## src/rtl/hsv_to_rgb_pipe.sv

```systemverilog
// ============================================================================
//  Module   : hsv_to_rgb_pipe
//  Brief    : 4-stage HSV (9:7:8) to RGB (8:8:8) converter, 1 pixel/clock,
//             with per-pixel bypass and aligned sideband/valid.
//  Revision : 1.0
// ============================================================================
`default_nettype none

module hsv_to_rgb_pipe (
   input  logic        clk,
   input  logic        rst,
   input  logic        en,
   input  logic        in_valid,
   input  logic [23:0] pixel_in,
   input  logic [23:0] pass_in,
   output logic        out_valid,
   output logic [23:0] pixel_out,
   output logic [23:0] pass_thru
);

   localparam logic [8:0]  c_HUE_FULL = 9'd360;
   localparam logic [5:0]  c_SECT_W   = 6'd60;
   localparam logic [24:0] c_X_SCALE  = 25'd1093;   // ~65536/60

   // Travelling controls and bypass data
   logic [3:0]       r_valid;
   logic [3:0][23:0] r_pass;
   logic [2:0]       r_en;
   logic [2:0][23:0] r_raw;

   // Stage 1: hue wrap, sector split, saturation widen
   logic [8:0] w_h_raw, w_h, w_base;
   logic [2:0] w_sector;
   logic [5:0] w_f;
   logic [7:0] w_s8;
   logic [2:0] r1_sector;
   logic [5:0] r1_f;
   logic [7:0] r1_s8, r1_v;

   assign w_h_raw = pixel_in[23:15];
   assign w_h     = (w_h_raw >= c_HUE_FULL) ? (w_h_raw - c_HUE_FULL) : w_h_raw;
   assign w_s8    = {pixel_in[14:8], pixel_in[14]};
   assign w_f     = 6'(w_h - w_base);

   always_comb begin
      w_sector = 3'd0;
      w_base   = 9'd0;
      if (w_h >= 9'd300) begin
         w_sector = 3'd5; w_base = 9'd300;
      end else if (w_h >= 9'd240) begin
         w_sector = 3'd4; w_base = 9'd240;
      end else if (w_h >= 9'd180) begin
         w_sector = 3'd3; w_base = 9'd180;
      end else if (w_h >= 9'd120) begin
         w_sector = 3'd2; w_base = 9'd120;
      end else if (w_h >= 9'd60) begin
         w_sector = 3'd1; w_base = 9'd60;
      end
   end

   // Stage 2: chroma and mirrored in-sector offset
   logic [16:0] w_cfull;
   logic [5:0]  w_ff;
   logic [2:0]  r2_sector;
   logic [5:0]  r2_ff;
   logic [7:0]  r2_c, r2_v;

   assign w_cfull = 17'(r1_v) * 17'(r1_s8) + 17'(r1_v);
   assign w_ff    = r1_sector[0] ? (c_SECT_W - r1_f) : r1_f;

   // Stage 3: secondary component and lightness offset
   logic [24:0] w_xfull;
   logic [2:0]  r3_sector;
   logic [7:0]  r3_c, r3_x, r3_m;

   assign w_xfull = 25'(r2_c) * 25'(r2_ff) * c_X_SCALE;

   // Stage 4: sector mux and offset add
   logic [7:0]  w_r0, w_g0, w_b0, w_r, w_g, w_b;
   logic [23:0] r_pix_out;

   always_comb begin
      w_r0 = 8'd0;
      w_g0 = 8'd0;
      w_b0 = 8'd0;
      case (r3_sector)
         3'd0:    begin w_r0 = r3_c; w_g0 = r3_x; end
         3'd1:    begin w_r0 = r3_x; w_g0 = r3_c; end
         3'd2:    begin w_g0 = r3_c; w_b0 = r3_x; end
         3'd3:    begin w_g0 = r3_x; w_b0 = r3_c; end
         3'd4:    begin w_r0 = r3_x; w_b0 = r3_c; end
         3'd5:    begin w_r0 = r3_c; w_b0 = r3_x; end
         default: ;
      endcase
   end

   // Channel + m never exceeds V, so the 8-bit sums cannot wrap
   assign w_r = w_r0 + r3_m;
   assign w_g = w_g0 + r3_m;
   assign w_b = w_b0 + r3_m;

   always_ff @(posedge clk) begin
      if (rst) begin
         r_valid   <= '0;
         r_pass    <= '0;
         r_en      <= '0;
         r_raw     <= '0;
         r1_sector <= '0;
         r1_f      <= '0;
         r1_s8     <= '0;
         r1_v      <= '0;
         r2_sector <= '0;
         r2_ff     <= '0;
         r2_c      <= '0;
         r2_v      <= '0;
         r3_sector <= '0;
         r3_c      <= '0;
         r3_x      <= '0;
         r3_m      <= '0;
         r_pix_out <= '0;
      end else begin
         r_valid   <= {r_valid[2:0], in_valid};
         r_pass    <= {r_pass[2:0], pass_in};
         r_en      <= {r_en[1:0], en};
         r_raw     <= {r_raw[1:0], pixel_in};

         r1_sector <= w_sector;
         r1_f      <= w_f;
         r1_s8     <= w_s8;
         r1_v      <= pixel_in[7:0];

         r2_sector <= r1_sector;
         r2_ff     <= w_ff;
         r2_c      <= 8'(w_cfull >> 8);
         r2_v      <= r1_v;

         r3_sector <= r2_sector;
         r3_c      <= r2_c;
         r3_x      <= 8'(w_xfull >> 16);
         r3_m      <= r2_v - r2_c;

         r_pix_out <= r_en[2] ? {w_r, w_g, w_b} : r_raw[2];
      end
   end

   assign out_valid = r_valid[3];
   assign pass_thru = r_pass[3];
   assign pixel_out = r_pix_out;

endmodule

`default_nettype wire
```

## config.mk

```make
export PLATFORM = sky130hd
export DESIGN_NAME = hsv_to_rgb_pipe
export DESIGN_NICKNAME = d
export VERILOG_FILES = /design/src/rtl/hsv_to_rgb_pipe.sv
export SDC_FILE = /design/constraint.sdc
export NUM_CORES = 1
export LEC_CHECK = 0
export ABC_AREA = 0
export CAP_MARGIN = 20
export CORE_MARGIN = 10
export CORE_UTILIZATION = 45
export DETAILED_ROUTE_END_ITERATION = 6
export GPL_ROUTABILITY_DRIVEN = 0
export PLACE_DENSITY = 0.66
export SYNTH_ARGS = -nofsm -noshare
export SYNTH_HDL_FRONTEND = slang
export SYNTH_SLANG_ARGS = --single-unit
export TNS_END_PERCENT = 1
```

## constraint.sdc

```tcl
create_clock -name clk -period 7.05 [get_ports clk]
set_clock_uncertainty 0.1 [all_clocks]
set_input_delay 1.41 -clock clk [delete_from_list [all_inputs] [get_ports clk]]
set_output_delay 1.41 -clock clk [all_outputs]
set_load 0.01 [all_outputs]
```

==> results.json <==
{
  "r2r_end": "r3_x[7]",
  "drt-pass1-iter-count": 4,
  "vdd_drop_max_uv": 166.2,
  "num_antenna_cells": 0,
  "cts.path.max_buffers": 3,
  "synth_fp_nets": 1713,
  "antenna_found_initial": 0,
  "drc": 0,
  "place_hpwl_mm": 22.02,
  "detail_route.wirelength_mm": 28.14,
  "critical_path_required_ns": 7.39,
  "clk_transition_reported_paths_ns": 0.06,
  "worst_setup_path_endpoint": "r3_x[7]",
  "clkSinkCount": 249,
  "rr_worst_depth": 25,
  "die_width_um": 195.8,
  "synth-edff-count": 0,
  "crit_path_max_fanout": 7,
  "post_synth_inst_count": 1428,
  "max-cap-violations": 0,
  "post-route-period-util_pct": 95.87,
  "hold_class": "reg2reg",
  "worstSetupStartpoint": "r2_c[2]",
  "critical_path.endpoint_type": "flip-flop",
  "area.growth.synth_to_final_pct": 16.35,
  "worstPathBufferInverterCount": 3,
  "worst-endpoint-arrival_ns": 7.10,
  "tritoncts": "done",
  "tightest_pin_transition_ns": 1.125,
  "postLayoutCoreUtil_pct": 53.06,
  "finalWorstPathRequiredPeriod_ns": 6.759,
  "worstSetupPathType": "reg2reg",
  "cellLeakagePower_nw": 7.573,
  "reg2reg_slack_ns": 0.29,
  "max_freq_ghz": 0.1480,
  "cts_max_level": 1,
  "pwr_density_cell_mw_per_mm2": 218.4,
  "floorplan.initialDensity_pct": 45.60,
  "core.rowCount": 64,
  "critical_path.max_stage_delay_ns": 0.57,
  "status": "complete, no violations",
  "startpoint_of_the_worst_register_to_register_path": "r2_c[2]",
  "hold_violations": 0,
  "netlist_area_mm2": 0.01391,
  "die_area_mm2": 0.03835,
  "global_route.overflow_total": 0,
  "groute.usage.overall_pct": 14.19,
  "numnets_final": 1793,
  "worstSetupStartpointType": "flip-flop",
  "flops_latches_synth": 249,
  "p_total_w": 0.003536,
  "i_o_pin_count": 101,
  "layout_cell_share_with_drive_strength_beyond_1_pct": 6.689,
  "synth_top_cells_by_area": "dfxtp_1, ha_1, fa_1",
  "post-synth-top-area-fraction_pct": 35.83,
  "synth_cell_type_count": 63,
  "synthFlopType": "dfxtp_1",
  "clk_latency_ns": 0.51,
  "critical-path-top-delay-family": "adder cells",
  "first_pass_grt_wire_length_mm": 45.89,
  "timing.critical_path.slowest_stage_cell": "fa_1",
  "count_of_hold_fix_buffers_inserted_at_cts": 0,
  "die_height_um": 195.8,
  "dr_wl_cell_um": 14.65,
  "yosysTopAreaCell": "dfxtp_1",
  "average_size_of_a_mapped_cell_um2": 9.743,
  "async_reset_ff_share_pct": 0,
  "synth.yosys.warnings": 0,
  "slew-limit-headroom_pct": 24.93,
  "setup_violations": 0,
  "grt_start_max_net_pins": 157,
  "slew_viol_final": 0,
  "vias": 9168,
  "cts_made_buffers": 26,
  "detail_route.vias_per_cell": 4.773,
  "critical_path_cell_count": 25,
  "io_buffers": 100,
  "ant_nets": 0,
  "first_global_vias": 9171,
  "number_of_drc_violations_after_detailed_routing_iteration_0": 396,
  "core_region_area_mm2": 0.03051,
  "synth_sequential_area_ratio_pct": 35.83,
  "cts-root-buf": "clkbuf_16"
}
stage by stage:
stage	TNS, ns	std cells	setup WS [ns]	hold WS [ns]	cell area, um^2
global placement	0	1871	0.1545	0.3161	15170
global route	-0.03080	1921	-0.03080	0.3434	16190
detailed placement	0	1871	0.0006617	0.3204	15170
finish	0	1921	0.2911	0.3327	16190
CTS	0	1916	0.001494	0.3340	16020
floorplan	0	1428	0.2178	0.3138	13910
routing by layer:
layer  global-route usage [%]  vias to the layer above  wire length (um)
met5                        0                        -                 0
met4                    4.383                        0               748
met3                    1.876                       46               835
met2                    24.13                      140             13480
met1                    18.27                     4286             13070
li1                         -                     4696                 -
placed cells by master (no fill, tap or decap), types with 7 or more instances in the layout:
cell	count
dfxtp_1	238
xor2_1	33
o21ai_0	22
a21oi_1	39
nor2b_1	176
o22ai_1	8
inv_1	150
nand2_1	97
ha_1	150
clkdlybuf4s50_1	99
nor2_1	88
a21oi_2	9
clkbuf_16	27
nand2b_1	8
nor3_1	9
clkbuf_1	7
and2_1	62
nand3_1	10
xnor2_1	34
dfxtp_2	10
buf_4	19
fa_1	79
mux2i_1	41
a21o_1	22
state kept, by name (all words and copies together), names as in the netlist:
register   count
r3_x           8
r2_c           8
r_en           3
pixel_out     24
r1_sector      3
r3_sector      3
r2_sector      3
pass_thru     24
r3_m           8
r2_ff          5
r_valid        4
r_raw         72
r3_c           8
r_pass        72
r1_f           4
kinds of logic after synthesis:
family                     after synthesis  synth area share [%]
and+or+nand+nor                        475                 18.07
DFF                                    249                 35.83
adders and majority gates              233                 25.22
buffers and inverters                  218                 6.565
AOI/OAI and AO/OA                      142                 6.862
xor gates and xnor gates                70                 4.514
muxes                                   41                 2.950
cell usage after synthesis (all sizes together), types with 8 or more instances:
cell type and n:
fa 79, a21oi 49, nand2 97, buf 33, inv 151, nand3 10
and2 64, xnor2 36, dfxtp 249, clkbuf 34, o21ai 25, ha 154
xor2 34, o22ai 8, nand2b 8, nor3 10, a21o 23, nor2b 177
mux2i 41, nor2 88
final cells by class:
class / count / area, um^2
Fill cell: 2719 / 14320
Multi-Input combinational cell: 961 / 8135
Sequential cell: 249 / 5001
Timing Repair Buffer: 119 / 1145
Clock buffer: 37 / 743.2
Inverter: 151 / 566.8
Tap cell: 396 / 495.5
Clock inverter: 8 / 101.3
power by group:
group | leakage [nW] | switching [W] | internal, W
registers | 2.05 | 0.0000666 | 0.00148
logic | 5.11 | 0.000351 | 0.000302
clock network | 0.415 | 0.000529 | 0.000805
timing repair:
action | CTS | global route
resized for setup | 1 | 34
buffers inserted | 0 | 5
setup endpoints to repair | 1 | 7
gates cloned | 0 | 0
pin swaps | 0 | 12
worst min-delay path by stage:
stage	from	to	slack, ns	depth (start not counted)
final	r_raw[37]	r_raw[61]	0.33	1
after global routing	r_pass[56]	pass_thru[8]	0.34	1
after detailed placement	r_pass[68]	pass_thru[20]	0.32	1
after CTS	r_pass[5]	r_pass[29]	0.33	1
after global placement	r_pass[49]	pass_thru[1]	0.32	1
after floorplan	r_pass[48]	pass_thru[0]	0.31	1
Power figures use the tool's default switching activity.
